`config.mk`:
```
export PLATFORM = sky130hd
export DESIGN_NAME = nes_joypad_ctrl
export DESIGN_NICKNAME = d
export VERILOG_FILES = /design/src/rtl/nes_joypad_ctrl.sv
export SDC_FILE = /design/constraint.sdc
export NUM_CORES = 1
export LEC_CHECK = 0
export ABC_AREA = 1
export BUFFER_PORTS_ARGS = -buffer_cell sky130_fd_sc_hd__buf_2
export CAP_MARGIN = 20
export CORE_MARGIN = 2
export CORE_UTILIZATION = 29
export DETAILED_ROUTE_END_ITERATION = 10
export SLEW_MARGIN = 20
export SYNTH_ARGS = -nofsm -noshare
export SYNTH_HDL_FRONTEND = slang
export SYNTH_SLANG_ARGS = --single-unit
```
`constraint.sdc`:
```
create_clock -name Clk -period 6.95 [get_ports Clk]
set_clock_uncertainty 0.1 [all_clocks]
set_input_delay 0.695 -clock Clk [delete_from_list [all_inputs] [get_ports Clk]]
set_output_delay 0.695 -clock Clk [all_outputs]
set_load 0.01 [all_outputs]
```
`src/rtl/nes_joypad_ctrl.sv`:
```
// NES standard-controller pair at $4016/$4017: USB keycodes are synchronized, decoded to
// button bits, then serialized through the strobe/shift protocol onto the CPU data bus.
module nes_joypad_ctrl #(
  parameter logic [63:0] P1_KEYMAP      = 64'h1A_16_04_07_28_2B_0E_0D,
  parameter logic [63:0] P2_KEYMAP      = 64'h52_51_50_4F_5C_5B_5A_59,
  parameter bit          BLOCK_OPPOSING = 1'b1,
  parameter logic [7:0]  OPEN_BUS       = 8'h40
) (
  input  logic        Clk,
  input  logic        Reset,
  input  logic        cs_n,
  input  logic        addr,
  input  logic        rw,
  input  logic        rdy,
  input  logic [7:0]  wr_data,
  input  logic [31:0] keycode0,
  input  logic [31:0] keycode1,
  output logic [7:0]  rd_data,
  output logic [7:0]  buttons_p1,
  output logic [7:0]  buttons_p2,
  output logic        strobe
);

  logic [63:0] key_meta;
  logic [63:0] key_sync;
  logic [7:0]  shift_p1;
  logic [7:0]  shift_p2;
  logic        acc;
  logic        rd;
  logic        wr;
  logic        unused_wr;

  assign acc       = ~cs_n & rdy;
  assign rd        = acc & rw;
  assign wr        = acc & ~rw;
  assign unused_wr = ^wr_data[7:1];

  // Bit i is set when any held key matches keymap byte i; a zero keymap byte never matches.
  function automatic logic [7:0] decode_keys(input logic [63:0] keys, input logic [63:0] map);
    logic [7:0] hit;
    hit = '0;
    for (int i = 0; i < 8; i++) begin
      for (int j = 0; j < 8; j++) begin
        if (map[i*8 +: 8] != 8'h00 && keys[j*8 +: 8] == map[i*8 +: 8]) begin
          hit[i] = 1'b1;
        end
      end
    end
    return hit;
  endfunction

  function automatic logic [7:0] filter_opposing(input logic [7:0] raw);
    logic [7:0] b;
    b = raw;
    if (BLOCK_OPPOSING) begin
      if (b[4] && b[5]) b[5:4] = 2'b00;
      if (b[6] && b[7]) b[7:6] = 2'b00;
    end
    return b;
  endfunction

  always_ff @(posedge Clk or posedge Reset) begin
    if (Reset) begin
      key_meta   <= '0;
      key_sync   <= '0;
      buttons_p1 <= '0;
      buttons_p2 <= '0;
    end else begin
      key_meta   <= {keycode1, keycode0};
      key_sync   <= key_meta;
      buttons_p1 <= filter_opposing(decode_keys(key_sync, P1_KEYMAP));
      buttons_p2 <= filter_opposing(decode_keys(key_sync, P2_KEYMAP));
    end
  end

  always_ff @(posedge Clk or posedge Reset) begin
    if (Reset) begin
      strobe <= 1'b0;
    end else if (wr && !addr) begin
      strobe <= wr_data[0];
    end
  end

  // While strobe is high the registers track the buttons; reads only shift once it drops.
  always_ff @(posedge Clk or posedge Reset) begin
    if (Reset) begin
      shift_p1 <= '0;
      shift_p2 <= '0;
    end else if (strobe) begin
      shift_p1 <= buttons_p1;
      shift_p2 <= buttons_p2;
    end else begin
      if (rd && !addr) shift_p1 <= {1'b1, shift_p1[7:1]};
      if (rd && addr)  shift_p2 <= {1'b1, shift_p2[7:1]};
    end
  end

  // Driven whenever selected for read, even while stalled, so a re-read sees the same bit.
  always_comb begin
    rd_data = 8'h00;
    if (!Reset && !cs_n && rw) begin
      rd_data = {OPEN_BUS[7:1], addr ? shift_p2[0] : shift_p1[0]};
    end
  end

endmodule

```
# Yosys cells after proc, flatten, opt, wreduce, memory -nomap -nowiden
# Index checks and enable logic that the tools add are counted.
# W data, S select, Z words.
# classes
addsub	0
mul	0
div	0
n_lt_le_gt_ge	0
eq_ne	128
n_shift	0
n_mux	138
n_bitwise	5
n_reduce_logical	14
# op_table
operator	n
$eq A8 B7 Y1 const B	64
$mux W1	129
$eq A8 B3 Y1 const B	16
$eq A8 B4 Y1 const B	16
$eq A8 B5 Y1 const B	16
$eq A8 B6 Y1 const B	16
$mux W8	4
$logic_and A1 B1 Y1	9
$mux W2	4
$mux W7	1
$reduce_bool A2 Y1	2
$and A1 B1 Y1	3
$logic_not A1 Y1	3
$not A1 Y1	2
# totals
ff_bits	161
latchBits	0
mem_bits_rw	0
romBits	0
input_bits	78
output_inout_bits	25
mem_count	0

# Logic depth before layout (Yosys ltp)
# Gate-level depths: netlist (run 1).
# depth
word_depth	11
mapped_depth	9
depth_no_buf	9

# Worst setup path after synthesis (run 1)
# Ideal clock, no wire load.
# synth_timing
path_type	in2out
startpoint	input cs_n
endpoint	output rd_data[0]
arrival_ns	1.400
required_time_ns	6.155
path_slack_ns	4.755
stages	2
cell_sequence	nor3_1 -> a21boi_0
# synth_via
elab_chain_cells	4
# synth_rtl
item	line	rtl
from (decl)	11	input logic cs_n,
$logic_not A1 Y1	101	if (!Reset && !cs_n && rw) begin
$logic_and A1 B1 Y1 (2 in series)	101	
$mux W7	101	
to (decl)	18	output logic [7:0] rd_data,
# No other way between the ends.

# Worst setup path after layout (run 1)
# layout_timing
startpoint	input Reset
endpoint	output rd_data[0]
# layout_via
elab_chain_cells	4
# layout_rtl
item	line	rtl
from (decl)	10	input logic Reset,
$logic_not A1 Y1	101	
$logic_and A1 B1 Y1 (2 in series)	101	
$mux W7	101	
# No other way between the ends.

==> results of run 1 <==
[sequential cells by signal, summed over array words and instances (netlist names)]
register	flops
key_meta	64
key_sync	64
buttons_p1	8
buttons_p2	8
shift_p1	8
shift_p2	8
strobe	1
[critical path, stage by stage]
cell and delay, ps:
buf_2 130, nor3_1 200, a21boi_0 190, buf_2 150
[where the power goes]
group	internal [mW]	switching, mW	leakage, nW
clock	0.632	0.374	0.302
combinational	0.0483	0.109	2.15
sequential	0.990	0.0361	1.94
[cells by family after synthesis]
kind of cell / Yosys count
AOI/OAI and AO/OA: 56
buffers and inverters: 130
DFF: 161
other: 1
and+or+nand+nor: 570
[through the flow]
step / cell area (um^2) / utilization [%] / setup WS [ps]
finish: 8666 / 35.63 / 4794
global route: 8666 / 35.63 / 4656
CTS: 8666 / 35.63 / 4788
detailed placement: 8019 / 32.97 / 4442
global placement: 8019 / 32.97 / 4481
floorplan: 7214 / - / 1807
[metal layers]
layer	global-route usage, %	vias to the layer above
met3	3.133	28
met2	21.97	193
li1	-	3015
met1	20.67	2659
met5	0	-
met4	5.195	0
[worst max-delay path by stage]
| stage | to | from | depth (start not counted) |
|---|---|---|---|
| 6_report | rd_data[0] | Reset | 4 |
| 5_1_grt | key_sync[57]$_DFF_PP0_ | Reset | 3 |
| 4_1_cts | rd_data[0] | Reset | 4 |
| 3_5_place_dp | key_meta[9]$_DFF_PP0_ | Reset | 3 |
| 3_3_place_gp | key_sync[8]$_DFF_PP0_ | Reset | 3 |
| 2_1_floorplan | buttons_p1[0]$_DFF_PP0_ | Reset | 1 |
[layout by cell type (no fill, tap or decap), drive strengths merged]
| master | instances |
|---|---|
| o211ai | 5 |
| inv | 122 |
| o22ai | 2 |
| clkinvlp | 4 |
| nor2 | 239 |
| nand2 | 252 |
| a21oi | 7 |
| nor3 | 24 |
| conb | 6 |
| clkbuf | 21 |
| o21ai | 36 |
| a21boi | 1 |
| o311ai | 1 |
| bufinv | 4 |
| dfrtp | 161 |
| buf | 90 |
| o31ai | 1 |
| a22oi | 3 |
| clkinv | 2 |
| nand4 | 16 |
| nand3 | 39 |
[layout make-up]
| class | instances | area (um^2) | share of cell area [%] |
|---|---|---|---|
| multi-input cells | 632 | 2673 | 30.84 |
| flip-flops and latches | 161 | 4029 | 46.49 |
| inverters | 121 | 459.2 | 5.299 |
| well taps | 324 | 405.4 | 4.678 |
| clock buffers | 21 | 470.5 | 5.429 |
| repair buffers | 90 | 452.9 | 5.227 |
| clock inverters | 11 | 176.4 | 2.036 |
==> results.yml, run 1 <==
logic_synthesis:
  synth_area_leader_cell: "dfrtp_1"
  synth_xor_area_share_pct: 0
  synthTopCellsByArea: "dfrtp_1 (56%), nand2_1 (13%), nor2_1 (11%), inv_1 (5.9%), nand3_1 (2.7%)"
  synth_compound_area_share_pct: 4.330
  postSynthCellCount: 918
  synth.area.mux_share_pct: 0
  synth.distinct_cells: 24
  synth_fa_ha_area_share_pct: 0
  ys_seq_area_share_pct: 55.99
  synth_top_family_by_area: "simple AND/OR/NAND/NOR gates"
  synth_area_per_cell_um2: 7.838
  yosysWarnings: 0
  synth_area_um2: 7196
  yosysTopAreaCellShare_pct: 55.99
  synth_edf_count: 0
  synthArstFlopShare_pct: 100.0
  yosys.area_share.simple_pct: 32.50
  yosysMostFrequentCell: "nand2_1"
  synthTopCellsByCount: "nand2_1 (248), nor2_1 (213), dfrtp_1 (161)"
  synth-main-ff-cell: "dfrtp_1"
  synth-seq-cells: 161
floorplan:
  fp.coreArea_um2: 24320
  fp.dieW_um: 161.5
  die_h_um: 161.5
  start_util_pct: 29.59
  die_area_um2: 26090
  rows: 57
  pin_count: 103
clock_tree:
  cts.sinks: 161
  root_buffer: "clkbuf_16"
  clkLatencyLatePin_ps: 420
  cts_hold_buf: 0
  cts_tree: "yes"
  clkTransAtPathRegs_ps: 60
  cts_setup_buffers: 0
  cts_buffers: 17
  cts.repair.resized: 0
  clockBufferDepth: 2
  cts_max_level: 4
layout:
  nets: 1101
  drive_gt1_share_pct: 15.35
  synthToLayoutAreaGrowth_pct: 20.43
  antennaDiodeCount: 0
  stdcell_count: 1360
  fillCellCount: 2543
outcome:
  outcome: "completed"
routing:
  wl_met2_um: 7819
  top_layer: "met4"
  finalWirelength_um: 18110
  drt_iter0_markers: 451
  vias: 5895
  drc: 0
  wl_met1_um: 8849
  first_pass_iters: 5
  met3_length_um: 996
  routedWlPerCell_um: 13.32
  viasPerCell: 4.335
  antenna_left: 0
power:
  p_total_mw: 2.190
  p_leak_nw: 4.388
  ir_drop_uv: 152.8
  power_density_nw_per_um2: 252.7
sta:
  finalHoldViolCount: 0
  fmax_mhz: 463.8
  setup_viol: 0
  fin_tns_setup_ps: 0
  period_minus_slack_ps: 2156
  tightest_slew_ps: 955.7
  period_share_pct: 31.02
  hold_ws_ps: 244.4
  rsz0062_at_grt: "no"
  slew_violations: 0
  maxSlewHeadroom_pct: 36.29
worst_setup_path:
  worst-r2r-cell-count: 5
  worst_ep_arrival_time_ps: 1360
  path_max_fanout: 2
  crit_required_ps: 6150
  start_kind: "input pin"
  ff2ff_setup_slack_ps: 5150
  worst-setup-path-type: "input pin to primary output"
  critPathCaptureType: "primary output"
  r2r_start: "strobe$_DFFE_PP0P_"
  worstReg2RegEnd: "shift_p1[6]$_DFFE_PP0P_"
placement:
  dp_hpwl_um: 14280
  dp.cells: 1328
  numPortBuffers: 89
  place.gp.congestion: 0.9514
global_routing:
  track_usage_pct: 14.57
  first_global_vias: 5821
  grt_pass1_wl_um: 29570
  gr-total-overflow: 0
  antenna_found_initial: 0
  grt_max_degree: 85
hold_path:
  whs_path_depth: 0
  whs_endpoint: "key_sync[58]$_DFF_PP0_"
  min_from: "key_meta[58]$_DFF_PP0_"
  hp-class: "flop to flop"
flow_run:
  cap_violations: 0
(Power assumes the default switching activity.)
==> inputs of run 2 (changes only) <==
--- a/config.mk
+++ b/config.mk
@@ -5,7 +5,7 @@
 export SDC_FILE = /design/constraint.sdc
 export NUM_CORES = 1
 export LEC_CHECK = 0
-export ABC_AREA = 1
+export ABC_AREA = 0
 export BUFFER_PORTS_ARGS = -buffer_cell sky130_fd_sc_hd__buf_2
 export CAP_MARGIN = 20
 export CORE_MARGIN = 2
==> constraint.sdc (replaced) <==
create_clock -name Clk -period 2.17 [get_ports Clk]
set_clock_uncertainty 0.1 [all_clocks]
set_input_delay 0.217 -clock Clk [delete_from_list [all_inputs] [get_ports Clk]]
set_output_delay 0.217 -clock Clk [all_outputs]
set_load 0.01 [all_outputs]
==> results.yml, run 2 <==
global_routing:
  gr-total-overflow: 0
  grt_pass1_wl_um: 25440
  grt_max_degree: 80
  first_global_vias: 4679
  antenna_found_initial: 0
  track_usage_pct: 15.46
routing:
  first_pass_iters: 4
  routedWlPerCell_um: 16.66
  finalWirelength_um: 16230
  viasPerCell: 4.746
  antenna_left: 0
  drc: 0
  drt_iter0_markers: 313
  vias: 4623
sta:
  tightest_slew_ps: 615.5
  finalHoldViolCount: 0
  fmax_mhz: 491.9
  setup_viol: 0
  slew_violations: 0
  maxSlewHeadroom_pct: 58.59
  rsz0062_at_grt: "no"
  setup_slack_ps: 136.9
  period_share_pct: 93.69
  period_minus_slack_ps: 2033
  fin_tns_setup_ps: 0
worst_setup_path:
  worst_ep_arrival_time_ps: 2250
  worst-setup-path-type: "flop to flop"
  startpoint: "key_sync[13]$_DFF_PP0_"
  path_max_fanout: 5
  crit_path_end: "buttons_p2[4]$_DFF_PP0_"
  ff2ff_setup_slack_ps: 140
  path_depth: 5
  crit_required_ps: 2390
  worstReg2RegEnd: "buttons_p2[4]$_DFF_PP0_"
  cpPeakStageDelay_ps: 570
  worst-r2r-cell-count: 5
  critPathCaptureType: "flop"
  crit_chain: "or3b_4 -> or4b_4 -> o2111ai_2 -> nor3_1 -> and2_1"
  cpLargestDelayFamily: "simple AND/OR/NAND/NOR gates"
  cp_slowest_cell: "or4b_4"
  start_kind: "flop"
  cp_num_buf_inv: 0
  r2r_start: "key_sync[13]$_DFF_PP0_"
power:
  power_density_nw_per_um2: 801.0
  swShare_pct: 23.30
  p_comb_share_pct: 7.4
  p_leak_nw: 3.599
  ir_drop_uv: 499.3
  p_int_mw: 5.070
  p_switching_mw: 1.540
  seq_power_share_pct: 49.6
  clockPowerShare_pct: 43.0
clock_tree:
  root_buffer: "clkbuf_16"
  cts_tree: "yes"
  cts_setup_buffers: 0
  cts.repair.resized: 0
  clkTransAtPathRegs_ps: 60
  cts_max_level: 4
  clkLatencyLatePin_ps: 430
  clockBufferDepth: 2
  cts_buffers: 17
  cts.sinks: 161
floorplan:
  pin_count: 103
  fp.dieW_um: 149.5
  rows: 53
  fp.coreArea_um2: 20890
  die_h_um: 149.5
  die_area_um2: 22340
  start_util_pct: 29.37
logic_synthesis:
  synth.distinct_cells: 52
  ys_seq_area_share_pct: 65.66
  synth-main-ff-cell: "dfrtp_1"
  synthTopCellsByArea: "dfrtp_1 (66%), nand2_1 (3.1%), mux2i_1 (2.4%), nor2b_1 (2.3%), nor2_1 (2.2%)"
  yosysMostFrequentCell: "dfrtp_1"
  synth_edf_count: 0
  synthTopCellsByCount: "dfrtp_1 (161), nand2_1 (50), nor2_1 (36)"
  yosysWarnings: 0
  yosysTopAreaCellShare_pct: 65.66
  synth_area_per_cell_um2: 12.17
  synthArstFlopShare_pct: 100.0
  synth_area_um2: 6136
  synth-seq-cells: 161
  synth_area_leader_cell: "dfrtp_1"
  postSynthCellCount: 504
layout:
  largestRegisters: "key_meta: 64 flops, key_sync: 64 flops"
  stdcell_count: 974
  final_common_cell: "dfrtp_1"
  synthToLayoutAreaGrowth_pct: 34.50
  design_area_um2: 8253
  drive_gt1_share_pct: 22.03
  antennaDiodeCount: 0
  final_cell_mix: "dfrtp_1 (161), buf_2 (89), dlygate4sd3_1 (66), nand2_1 (50), nor2_1 (36)"
  nets: 764
hold_path:
  hp-class: "input pin to flop"
flow_run:
  cap_violations: 0
placement:
  numPortBuffers: 89
  dpl_cell_area_um2: 7018
  place.gp.congestion: 0.9575
  dp_hpwl_um: 12040
  dp_slack_ps: 136.8
  dp.cells: 876
outcome:
  outcome: "completed"
[run 2: changes by cell type after synthesis, moves of 11 or more]
cell / before / now
o22ai_1: 2 / 21
nor4_1: 0 / 13
mux2i_1: 0 / 15
o21ai_0: 35 / 19
nor2_1: 213 / 36
nor3_1: 24 / 9
nor2b_1: 0 / 23
nor2_2: 25 / 1
nand3_1: 39 / 24
nand4b_1: 0 / 11
nand2_1: 248 / 50
inv_1: 114 / 3
[run 2: cell families after synthesis]
group	count (synthesis)	share of synthesized area, %
AO/OA/AOI/OAI	66	7.239
other	1	0.06112
buffers and inverters	15	1.285
multiplexers	16	2.630
AND/OR/NAND/NOR	245	23.12
flip-flops	161	65.66
[run 2: how the worst min path moves through the flow]
stage,from,to,cells after the start
4_1_cts,cs_n,strobe$_DFFE_PP0P_,3
6_report,cs_n,strobe$_DFFE_PP0P_,3
2_1_floorplan,keycode0[0],key_meta[0]$_DFF_PP0_,0
3_3_place_gp,Reset,shift_p2[0]$_DFFE_PP0P_,2
5_1_grt,cs_n,strobe$_DFFE_PP0P_,3
3_5_place_dp,Reset,shift_p2[0]$_DFFE_PP0P_,2
[run 2: power groups by stage]
stage | clock network (mW) | registers (mW) | logic (mW)
5_1_grt | 3.09 | 3.30 | 0.544
3_5_place_dp | 0 | 3.33 | 0.398
3_3_place_gp | 0 | 3.33 | 0.398
6_report | 2.85 | 3.28 | 0.486
2_1_floorplan | 0 | 3.30 | 0.237
4_1_cts | 2.94 | 3.28 | 0.489
[run 2: what timing repair did]
item / CTS / global route
setup endpoints to repair: 0 / 0
endpoints found under the hold margin: 226 / 0
hold buffers: 66 / 0
[run 2: final cells by class]
class                   count  area, um^2
clock buffers              21       470.5
well taps                 275       344.1
multi-input cells         333        2047
repair buffers            170        1244
fillers                  1995       12640
inverters                   3       15.01
clock inverters            11       103.9
flip-flops and latches    161        4029
[run 2: stage by stage]
stage | hold WS (ps) | power (mW) | utilization [%]
after global routing | 71.06 | 6.934 | 39.51
after floorplan | 148.4 | 3.542 | -
after global placement | 69.48 | 3.728 | 33.60
after detailed placement | 68.09 | 3.732 | 33.60
final | 77.04 | 6.610 | 39.51
after CTS | 53.90 | 6.713 | 39.51
[run 2: tightest hold or removal path: cells and delay by family]
kind | cells | cell delay (ps)
and+or+nand+nor | 1 | 50
muxes | 1 | 210
buffers and inverters | 1 | 90
[run 2: routing by layer]
| layer | global-route usage, % | vias up | routed length [um] |
|---|---|---|---|
| met4 | 7.476 | 0 | 552 |
| met2 | 23.94 | 152 | 7532 |
| met3 | 4.085 | 28 | 810 |
| met5 | 0 | - | 0 |
| met1 | 20.17 | 2228 | 7336 |
| li1 | - | 2215 | - |
==> inputs of run 3 (changes only) <==
--- a/config.mk
+++ b/config.mk
@@ -5,9 +5,10 @@
 export SDC_FILE = /design/constraint.sdc
 export NUM_CORES = 1
 export LEC_CHECK = 0
-export ABC_AREA = 0
+export ABC_AREA = 1
 export BUFFER_PORTS_ARGS = -buffer_cell sky130_fd_sc_hd__buf_2
 export CAP_MARGIN = 20
+export CORE_ASPECT_RATIO = 0.7
 export CORE_MARGIN = 2
 export CORE_UTILIZATION = 29
 export DETAILED_ROUTE_END_ITERATION = 10
==> results.yml, run 3 (same netlist as run 1, synthesis figures left out) <==
sta:
  maxSlewHeadroom_pct: 56.02
  setup_slack_ps: 432.8
  hold_ws_ps: 184.2
  finalHoldViolCount: 0
  period_share_pct: 80.05
  tightest_slew_ps: 658.4
  fin_tns_setup_ps: 0
  period_minus_slack_ps: 1737
  setup_viol: 0
  fmax_mhz: 575.6
  slew_violations: 0
  rsz0062_at_grt: "no"
power:
  ir_drop_uv: 527.6
  power_density_nw_per_um2: 755.9
  p_leak_nw: 4.731
  p_total_mw: 7.145
worst_setup_path:
  cpPeakStageDelay_ps: 530
  worst_ep_arrival_time_ps: 1420
  worst-setup-path-type: "input pin to primary output"
  worst_path_most_repeated_cell: "buf_2"
  crit_required_ps: 1850
  critPathCaptureType: "primary output"
  cpLargestDelayFamily: "buffers and inverters"
  cp_num_buf_inv: 3
  cp_slowest_cell: "dlygate4sd3_1"
  start_kind: "input pin"
  path_max_fanout: 2
  crit_chain: "dlygate4sd3_1 -> buf_2 -> nor3_1 -> a21boi_0 -> buf_2"
global_routing:
  gr-total-overflow: 0
  track_usage_pct: 16.02
  grt_max_degree: 41
  first_global_vias: 5956
  grt_pass1_wl_um: 31140
  antenna_found_initial: 0
layout:
  final_core_util_pct: 38.58
  largestRegisters: "key_meta: 64 flops, key_sync: 64 flops"
  design_area_um2: 9453
  synthToLayoutAreaGrowth_pct: 31.37
  final_cell_mix: "nand2_1 (248), nor2_1 (213), dfrtp_1 (161), inv_1 (113), buf_2 (89)"
  stdcell_count: 1439
  drive_gt1_share_pct: 15.26
  multi_input_area_um2: 2673
  nets: 1179
  seqCellArea_um2: 4029
  antennaDiodeCount: 0
  fillCellCount: 2529
  final_common_cell: "nand2_1"
floorplan:
  die_h_um: 135.8
  fp.coreArea_um2: 24500
  fp.dieW_um: 192.3
  pin_count: 103
  die_area_um2: 26110
  rows: 48
  start_util_pct: 29.37
clock_tree:
  clkLatencyLatePin_ps: 430
  clockBufferDepth: 2
  root_buffer: "clkbuf_16"
  clkTransAtPathRegs_ps: 60
  cts_setup_buffers: 0
  cts_tree: "yes"
  cts.repair.resized: 0
  cts.sinks: 161
  cts_buffers: 17
  cts_max_level: 4
hold_path:
  hp-class: "input pin to flop"
placement:
  dp.cells: 1340
  dp_hpwl_um: 15320
  dpl_cell_area_um2: 8139
  dp_slack_ps: 590.4
  place.gp.congestion: 0.9413
  numPortBuffers: 89
outcome:
  outcome: "completed"
routing:
  drc: 0
  first_pass_iters: 5
  finalWirelength_um: 19550
  viasPerCell: 4.364
  vias: 6280
  routedWlPerCell_um: 13.59
  drt_iter0_markers: 525
  antenna_left: 0
flow_run:
  cap_violations: 0
-- run 3: cell count changes in the layout (fill, tap and decap cells not counted), sizes merged, moves of 10 or more --
| cell | previous run | this run |
|---|---|---|
| inv | 4 | 124 |
| mux2i | 15 | 0 |
| nand2 | 50 | 252 |
| nand2b | 10 | 0 |
| nand3 | 24 | 39 |
| nand4b | 11 | 0 |
| nor2 | 37 | 239 |
| nor2b | 23 | 0 |
| nor3 | 9 | 24 |
| nor4 | 13 | 0 |
| o21ai | 19 | 36 |
| o22ai | 21 | 2 |
-- run 3: final cells by class --
type / instances / share of cell area (%)
Clock buffer: 19 / 4.686
Sequential cell: 161 / 42.62
Multi-Input combinational cell: 632 / 28.27
Clock inverter: 13 / 2.118
Tap cell: 325 / 4.302
Timing Repair Buffer: 168 / 13.16
Inverter: 121 / 4.844
-- run 3: path summary, 6_finish.rpt --
kind / startpoint / end / slack [ps] / cells past startpoint
setup reg to reg: key_sync[15]$_DFF_PP0_ / buttons_p1[5]$_DFF_PP0_ / 550 / 6
hold / removal: rdy / shift_p1[0]$_DFFE_PP0P_ / 180 / 4
max in group asynchronous: Reset / key_sync[58]$_DFF_PP0_ / 1020 / 4
hold reg to reg: key_meta[61]$_DFF_PP0_ / key_sync[61]$_DFF_PP0_ / 250 / 0
min in group asynchronous: Reset / key_sync[23]$_DFF_PP0_ / 350 / 3
setup / recovery: Reset / rd_data[0] / 430 / 5
-- run 3: power by group --
group	internal, mW	switching, mW	total (mW)
combinational	0.260	0.392	0.652
clock	1.98	1.24	3.22
sequential	3.17	0.106	3.28
total	5.41	1.73	7.14
-- run 3: worst min-delay path: cells and delay by family --
kind / cells / cell delay [ps]
compound gates: 1 / 150
simple gates: 2 / 190
buf+inv: 1 / 120
-- run 3: timing repair --
action                                 in CTS  in global routing
endpoints found under the hold margin      78                  0
hold buffers                               67                  0
setup endpoints to repair                   0                  0
-- run 3: metal layers --
| layer | vias up | track usage (%) | wire (um) |
|---|---|---|---|
| met4 | 0 | 4.835 | 252 |
| li1 | 3175 | - | - |
| met1 | 2861 | 25.79 | 10650 |
| met3 | 20 | 3.833 | 1437 |
| met2 | 224 | 20.48 | 7216 |
| met5 | - | 0 | 0 |
